[src/rtl/ks_add_sched.sv]
// ks_add_sched: one 16-bit Kogge-Stone adder, pipelined over five register
// stages and shared between two requesters by a round-robin arbiter.
//
// Build option: define KS_SCHED_CIN_EN to add the req0_cin/req1_cin ports.
// Without it, the carry-in is zero.
//
// Ports
//   clk, rst                     clock; asynchronous active-high reset
//   reqX_valid/ready             operand handshake (X = 0, 1)
//   reqX_a, reqX_b               operands
//   reqX_cin                     carry-in (KS_SCHED_CIN_EN only)
//   rspX_valid/ready             result handshake
//   rspX_sum, rspX_cout          result
//   inflight                     number of valid pipeline stages (0..5)
module ks_add_sched #(
  parameter int WIDTH = 16
) (
  input  logic             clk,
  input  logic             rst,
  input  logic             req0_valid,
  output logic             req0_ready,
  input  logic [WIDTH-1:0] req0_a,
  input  logic [WIDTH-1:0] req0_b,
  input  logic             req1_valid,
  output logic             req1_ready,
  input  logic [WIDTH-1:0] req1_a,
  input  logic [WIDTH-1:0] req1_b,
`ifdef KS_SCHED_CIN_EN
  input  logic             req0_cin,
  input  logic             req1_cin,
`endif
  output logic             rsp0_valid,
  input  logic             rsp0_ready,
  output logic [WIDTH-1:0] rsp0_sum,
  output logic             rsp0_cout,
  output logic             rsp1_valid,
  input  logic             rsp1_ready,
  output logic [WIDTH-1:0] rsp1_sum,
  output logic             rsp1_cout,
  output logic [2:0]       inflight
);

  localparam int NS = 5;

  typedef enum logic {LAST_0 = 1'b0, LAST_1 = 1'b1} last_t;

  last_t            last_q, last_d;
  logic [NS-1:0]    vld, tag, cin;
  logic [WIDTH-1:0] p0 [NS];    // bitwise propagate, kept for the final sum
  logic [WIDTH-1:0] p  [NS-1];  // group propagate; the last stage never needs it
  logic [WIDTH-1:0] g  [NS];    // group generate
  logic             advance, grant, acc, cin_in;
  logic [WIDTH-1:0] a_in, b_in, p_in, g_in, sum;

  // One prefix level, generate half. Bits below the distance pass through.
  function automatic logic [WIDTH-1:0] lvl_g(input logic [WIDTH-1:0] gi,
                                             input logic [WIDTH-1:0] pi,
                                             input int d);
    logic [WIDTH-1:0] r;
    r = gi;
    for (int i = 0; i < WIDTH; i++)
      if (i >= d) r[i] = gi[i] | (pi[i] & gi[i-d]);
    return r;
  endfunction

  // Propagate half. Once a bit's group reaches bit 0 (i < 2d) it is a gray
  // cell and its propagate is never consumed again, so it just passes through.
  function automatic logic [WIDTH-1:0] lvl_p(input logic [WIDTH-1:0] pi,
                                             input int d);
    logic [WIDTH-1:0] r;
    r = pi;
    for (int i = 0; i < WIDTH; i++)
      if (i >= 2 * d) r[i] = pi[i] & pi[i-d];
    return r;
  endfunction

  always_comb begin
    advance = !vld[NS-1] || (tag[NS-1] ? rsp1_ready : rsp0_ready);
    grant   = 1'b0;
    if (req0_valid && req1_valid) grant = (last_q == LAST_1) ? 1'b0 : 1'b1;
    else if (req1_valid)          grant = 1'b1;
    // Gating with rst keeps both readies low for the whole reset, even though
    // the cleared pipeline would otherwise report advance.
    req0_ready = !rst && advance && !grant;
    req1_ready = !rst && advance && grant;
    acc        = (req0_valid && req0_ready) || (req1_valid && req1_ready);
    last_d     = last_q;
    if (acc) last_d = grant ? LAST_1 : LAST_0;
  end

  always_comb begin
    a_in = grant ? req1_a : req0_a;
    b_in = grant ? req1_b : req0_b;
`ifdef KS_SCHED_CIN_EN
    cin_in = grant ? req1_cin : req0_cin;
`else
    cin_in = 1'b0;
`endif
    p_in    = a_in ^ b_in;
    g_in    = a_in & b_in;
    // The carry-in is folded into bit 0, so every group generate G[i] is
    // already the true carry out of bit i.
    g_in[0] = g_in[0] | (p_in[0] & cin_in);
  end

  always_ff @(posedge clk or posedge rst) begin
    if (rst) last_q <= LAST_1;
    else     last_q <= last_d;
  end

  always_ff @(posedge clk or posedge rst) begin
    if (rst) begin
      vld <= '0;
      tag <= '0;
      cin <= '0;
      for (int i = 0; i < NS; i++) begin
        p0[i] <= '0;
        g[i]  <= '0;
      end
      for (int i = 0; i < NS - 1; i++) p[i] <= '0;
    end else if (advance) begin
      vld   <= {vld[NS-2:0], acc};
      tag   <= {tag[NS-2:0], grant};
      cin   <= {cin[NS-2:0], cin_in};
      p0[0] <= p_in;
      p[0]  <= p_in;
      g[0]  <= g_in;
      for (int i = 1; i < NS; i++) begin
        p0[i] <= p0[i-1];
        g[i]  <= lvl_g(g[i-1], p[i-1], 1 << (i - 1));
      end
      for (int i = 1; i < NS - 1; i++) p[i] <= lvl_p(p[i-1], 1 << (i - 1));
    end
  end

  // Reset clears the data registers too, so the sum reads zero during reset.
  assign sum        = p0[NS-1] ^ {g[NS-1][WIDTH-2:0], cin[NS-1]};
  assign rsp0_valid = vld[NS-1] && !tag[NS-1];
  assign rsp1_valid = vld[NS-1] && tag[NS-1];
  assign rsp0_sum   = sum;
  assign rsp1_sum   = sum;
  assign rsp0_cout  = g[NS-1][WIDTH-1];
  assign rsp1_cout  = g[NS-1][WIDTH-1];

  always_comb begin
    inflight = '0;
    for (int i = 0; i < NS; i++) inflight = inflight + {2'b00, vld[i]};
  end

endmodule
[config.mk]
export PLATFORM = sky130hd
export DESIGN_NAME = ks_add_sched
export DESIGN_NICKNAME = d
export VERILOG_FILES = /design/src/rtl/ks_add_sched.sv
export SDC_FILE = /design/constraint.sdc
export NUM_CORES = 1
export LEC_CHECK = 0
export ABC_AREA = 1
export CORE_MARGIN = 2
export CORE_UTILIZATION = 45
export DETAILED_ROUTE_END_ITERATION = 8
export GPL_TIMING_DRIVEN = 0
export PLACE_DENSITY = 0.72
export SLEW_MARGIN = 20
export SYNTH_ARGS = -nofsm -noshare
export SYNTH_HDL_FRONTEND = slang
export SYNTH_SLANG_ARGS = --single-unit
export TNS_END_PERCENT = 30
[constraint.sdc]
create_clock -name clk -period 7.11 [get_ports clk]
set_input_delay 0.711 -clock clk [delete_from_list [all_inputs] [get_ports clk]]
set_output_delay 0.711 -clock clk [all_outputs]
set_load 0.05 [all_outputs]
# Word-level counts from Yosys, hierarchy flattened

Index checks and enable logic that the tools add are counted.

Add/sub/neg operators: 4
Reductions and logical operators: 14
Bitwise gates (word level): 135
Mux-type cells: 7

Operators by type and width:

| kind              | number |
|---|---|
| $and 1x1->1       | 83 |
| $or 1x1->1        | 49 |
| $mux 16           | 2 |
| $xor 16x16->16    | 2 |
| $and 16x16->16    | 1 |
| $logic_and 1x1->1 | 8 |
| $add 3x1->3       | 2 |
| $mux 1            | 5 |
| $logic_not 1->1   | 4 |
| $add 2x1->3       | 1 |
| $add 1x1->2       | 1 |
| $logic_or 1x1->1  | 2 |

Output and inout port bits: 41
Bits of input ports: 70
Flip-flop bits (word level): 219

# Longest topological paths before layout

Word-level depth: 6
Gate-level depth with buffers: 9
Depth with buffers taken out: 8

# Worst setup path after synthesis

Ideal clock, no wire load.

Kind: input port to output port
Start: input rst
End: output req1_ready
Data arrival time: 5.886 ns
Stages: 3
Slack: 0.513 ns
Buffers on the path: 0
Cell sequence: inv_1 > nand3_1 > inv_1

Cells in the longest elaborated chain, start to end: 3

Ends and longest elaborated chain:

| item                           | line | RTL |
|---|---|---|
| from (decl)                    | 19   | `input logic rst,` |
| $logic_not 1->1 (no line)      | --   |  |
| $logic_and 1x1->1 (2 in a row) | 85   | `req1_ready = !rst && advance && grant;` |
| to (decl)                      | 25   | `output logic req1_ready,` |

No other way between the ends.

# Final worst setup path

Ends and elaborated chain as after synthesis.

==> out/qor.yml <==
worst_setup_path:
  crit_required_ns: 6.40
  worstReg2RegEnd: "p[52]"
  r2r-start: "last_q"
  cp.arrival_ns: 3.01
  r2r_cells: 9
  startpoint_type: "input pin"
  rrSetupSlack_ns: 4.77
  crit_path_end: "req1_ready"
  crit_path_start: "rst"
  cp_max_fo: 105
  critical_path_class: "in2out"
  end_kind: "output port"
sta:
  finClkSkew_ns: 0.0169
  fin_crit_sh_pct: 52.3
  max_freq_mhz: 269
  drv_slew: 0
  finalSetupViolCount: 0
  post-route-min-period_ns: 3.72
  maxSlewHeadroom_pct: 64.5
  finalHoldViolCount: 0
  rsz0062_at_grt: "no"
  worstMarginPinSlew_ns: 0.533
clock_tree:
  htreeDepth: 1
  cts_tree: "yes"
  cts_setup_buffers: 0
  tritoncts.num_buffers: 20
  insertion_delay_ns: 0.50
  cts_max_path_buffers: 3
  cts_root_buf: "clkbuf_16"
  cts_hold_buf: 0
  clock-sinks: 205
  post_cts.resized_instances: 0
  path_clk_slew_ns: 0.06
finish:
  antenna_cells: 0
  multi_input_area_um2: 3060
  fin_util_pct: 56.6
  final_cell_mix: "nand2_1 (434), dfrtp_1 (204), clkdlybuf4s50_1 (110)"
  register_area_um2: 5130
  stdcell_count: 1406
  fillers: 1733
  final_area_um2: 10900
  syn_to_final_growth_pct: 24.7
  fin_nets: 1217
  drive_gt1_share_pct: 7.98
  final_common_cell: "nand2_1"
placed_design:
  hpwl_mm: 15.4
  numPortBuffers: 110
  finalWeightedCongestion: 0.900
  dp_cells: 1371
  place_area_um2: 10300
global_routing:
  antenna_found_initial: 0
  grt_first_pass_wirelength_mm: 33.6
  grt_remaining_overflow: 0
  grt_max_degree: 106
  grt_usage_pct: 21.0
  first_global_vias: 6518
route:
  wl_per_cell_um: 14.9
  wl_mm: 20.9
  drtPass1Iterations: 5
  viasPerCell: 4.93
  drc: 0
  drt_iter0_markers: 471
  ant_nets: 0
  dr_total_vias: 6926
power:
  power_density_nw_per_um2: 499
  combPwrFrac_pct: 44.4
  clock_power_share_pct: 19.6
  p_leak_nw: 5.48
  irDropWorstVdd_v: 0.000297
  p_seq_share_pct: 36.0
  internal_power_mw: 3.11
  p_total_mw: 5.47
  switching_share_pct: 43.0
  switchingPower_mw: 2.35
floorplan:
  die_h_um: 144
  initial_core_util_pct: 45.4
  num_rows: 51
  die-area_um2: 20600
  pin_count: 111
  coreArea_um2: 19300
  die_width_um: 144
job:
  cap_violations: 0
status:
  outcome: "finished clean"
yosys:
  post_synth_num_cell_types: 23
  mappedNetlistArea_um2: 8780
  synth_nets: 1083
  synth_area_per_cell_um2: 8.84
  syn-instance-count: 994
  ys_ff_latch: 205
  ys_seq_area_share_pct: 58.4
  synth_warnings: 0
worst_hold_path:
  hold_path_class: "reg2reg"
critical path, cell delays in order:
cell and delay [ns]:
clkdlybuf4s50_1 0.52, inv_8 0.24, buf_16 0.43, nand3_1 0.17, inv_1 0.08, clkdlybuf4s50_1 0.80
cell type report:
cell class / count / area share [%]
Sequential cell: 205 / 46.9
Inverter: 50 / 1.81
Multi-Input combinational cell: 673 / 27.9
Clock inverter: 8 / 0.949
Timing Repair Buffer: 112 / 10.6
Tap cell: 265 / 3.03
Clock buffer: 27 / 5.18
Buffer: 66 / 3.68
kinds of logic (layout without fill, tap and decap cells):
family	count (synthesis)	in the layout	synth area share, %
buf+inv	116	263	6.75
compound gates	177	177	10.1
xor+xnor	15	15	1.50
flops	205	205	58.4
fa+ha+maj	19	19	2.88
simple gates	462	462	20.4
how the worst min path moves through the flow:
stage,from,to,cells past startpoint
after detailed placement,p0[31],p0[31],2
after global placement,last_q,last_q,2
after floorplan,p0[16],p0[16],2
final,p0[31],p0[31],2
after global routing,p0[30],p0[30],2
after CTS,p0[31],p0[31],2
power groups by stage:
stage	combinational, mW	sequential, mW	clock (mW)
after floorplan	1.72	1.87	0
after global placement	2.38	1.96	0
after detailed placement	2.43	1.98	0
after CTS	2.45	1.96	1.08
after global routing	2.65	2.01	1.13
final	2.43	1.96	1.07
synth_stat cells:
master / number / area (um^2)
o21ai_1: 36 / 180
inv_1: 47 / 176
inv_4: 1 / 6.26
fa_1: 2 / 40.0
buf_2: 13 / 65.1
o21ai_0: 93 / 465
clkbuf_1: 17 / 63.8
xor2_1: 15 / 131
nor2_1: 1 / 3.75
buf_6: 1 / 11.3
nand3_1: 23 / 115
nand3_4: 1 / 17.5
buf_4: 35 / 263
nand2_2: 1 / 6.26
a21oi_1: 48 / 240
inv_2: 1 / 3.75
nand2_1: 434 / 1630
nor3_2: 1 / 10.0
or2_2: 1 / 6.26
clkinv_1: 1 / 3.75
ha_1: 17 / 213
dfrtp_1: 204 / 5100
dfstp_2: 1 / 26.3
sequential cells by signal, summed over array words and instances, names as in the netlist:
name	count
last_q	1
rsp0_cout	1
vld	5
p0	64
g	79
tag	5
p	50
stage by stage:
step,hold slack (ns),setup slack [ns],TNS [ns]
floorplan,0.442,0.513,0
CTS,0.475,3.35,0
detailed placement,0.460,3.36,0
global route,0.482,3.20,0
finish,0.473,3.39,0
global placement,0.451,-2.05,-337.58
layer usage:
metal  track usage (%)  wire length, um  vias to the layer above
li1                  -                -                     3411
met1              29.0             9510                     3250
met2              34.3             9760                      230
met3              2.37              986                       35
met4              8.00              679                        0
met5                 0                0                        -
(Power assumes the default switching activity.)
==> edit: new RTL, same settings <==
Set the parameter `WIDTH` to 12 (it was 16).
--- a/src/rtl/ks_add_sched.sv
+++ b/src/rtl/ks_add_sched.sv
@@ -15,3 +15,3 @@
 module ks_add_sched #(
-  parameter int WIDTH = 16
+  parameter int WIDTH = 12
 ) (
Interface: changed (6 resized); port bits go from 111 to 87. The function was not compared with the original's and may differ.
==> edit against the unedited design <==
  * Sequential power down 25%
  * Sequential cell count down 52
  * Design area down 23%
  * Wire length down 27%
  * Clock power down 5%
  * Die area down 24%
  * Cell count down 25%
  * Register-to-register slack better by 40 ps
  * Area after synthesis down 25%
  * Total power down 20%
  * Setup slack worse by 110 ps
  * Global-route usage down 0.58 points
  * Critical path depth unchanged
  * First-iteration DRC count down 3.6%
  * Highest routed layer unchanged
==> edit: results <==
run_status:
  status: "completed"
synth:
  muxShareOfSynthArea_pct: 0
  synth_area_per_cell_um2: 8.87
  synth-adder-area-share_pct: 3.07
  synth_xor_area_share_pct: 1.46
  synth-compound-area-share_pct: 9.77
  yosysSeqAreaShare_pct: 57.9
  syn_nets: 814
  yosys-top-cells-count: "nand2_1 (326), dfrtp_1 (152), o21ai_0 (66), inv_1 (39), a21oi_1 (32)"
  synth_area_leaders: "dfrtp_1 (58%), nand2_1 (19%), o21ai_0 (5.0%)"
worst_hold_path:
  hp-class: "reg -> reg"
  hold-path-cell-count: 2
  holdPathEnd: "last_q"
  hold_path_startpoint: "last_q"
global_route:
  first_global_vias: 5069
  gr-usage-met2_pct: 34.2
  grt_max_degree: 112
  grt_use_met1_pct: 27.0
  grt_use_total_pct: 20.4
  grt_pass1_wl_mm: 25.4
  gr-usage-met3_pct: 3.21
power_and_ir_drop:
  max-vdd-ir-drop_mv: 0.218
  power.static_leakage_nw: 4.23
setup_path:
  rr_endpoint: "p[46]"
  rrSetupSlack_ps: 4810
  slowest_delay_ps: 800
  path_max_fanout: 111
  reg2reg_from: "last_q"
  path_delay_family: "buffers and inverters"
placement:
  place_congestion: 0.817
  dp_cells: 1016
  placed_area_um2: 7740
  io_buffer_count: 86
  dp_slack_ps: 3260
  dp_hpwl_mm: 10.7
clock_tree:
  ctsLongestPathBuffers: 2
  htreeDepth: 4
  cts_made_buffers: 17
  clk_latency_ps: 420
  clock-root-buffer: "clkbuf_16"
sta:
  worst_slew_pin_slew_ps: 567
  finalHoldWorstSlack_ps: 466
  fin_worst_skew_ps: 4.54
detailed_routing:
  wl_mm: 15.2
  via_count: 5164
  route.layer.met1.wl_mm: 6.86
  met3WireLength_um: 565
  wl_met2_mm: 7.56
  route.top_layer_used: "met4"
  wl_per_cell_um: 14.5
  drt-initial-drc-count: 454
finish:
  final_cell_area_um2: 8410
  largestRegisters: "g x59, p0 x48, p x34"
  drive_gt1_share_pct: 9.49
  nets: 920
  nFillCells: 1285
[edit: changes by cell type after synthesis, sizes merged, moves of 8 or more]
cell,delta
a21oi,-16
buf,-9
clkbuf,-8
dfrtp,-52
inv,-8
nand2,-108
nand3,-8
o21ai,-32
[edit: worst max-delay path by stage]
stage	from	to	slack (ps)	cells past startpoint
floorplan	rst	req1_ready	1690	3
global route	rst	req1_ready	3050	6
CTS	rst	req1_ready	3230	6
global placement	rst	req1_ready	-550	5
finish	rst	req1_ready	3280	6
detailed placement	rst	req1_ready	3260	6
[edit: area by class of cell]
cell class | count | share of cell area (%)
Buffer | 49 | 3.99
Clock buffer | 19 | 5.38
Clock inverter | 13 | 2.65
Inverter | 42 | 1.96
Multi-Input combinational cell | 501 | 27.2
Sequential cell | 153 | 45.5
Tap cell | 184 | 2.74
Timing Repair Buffer | 87 | 10.6
[edit: power by group]
part,internal [mW],switching [mW]
sequential,1.23,0.243
clock,0.674,0.346
combinational,0.666,1.22
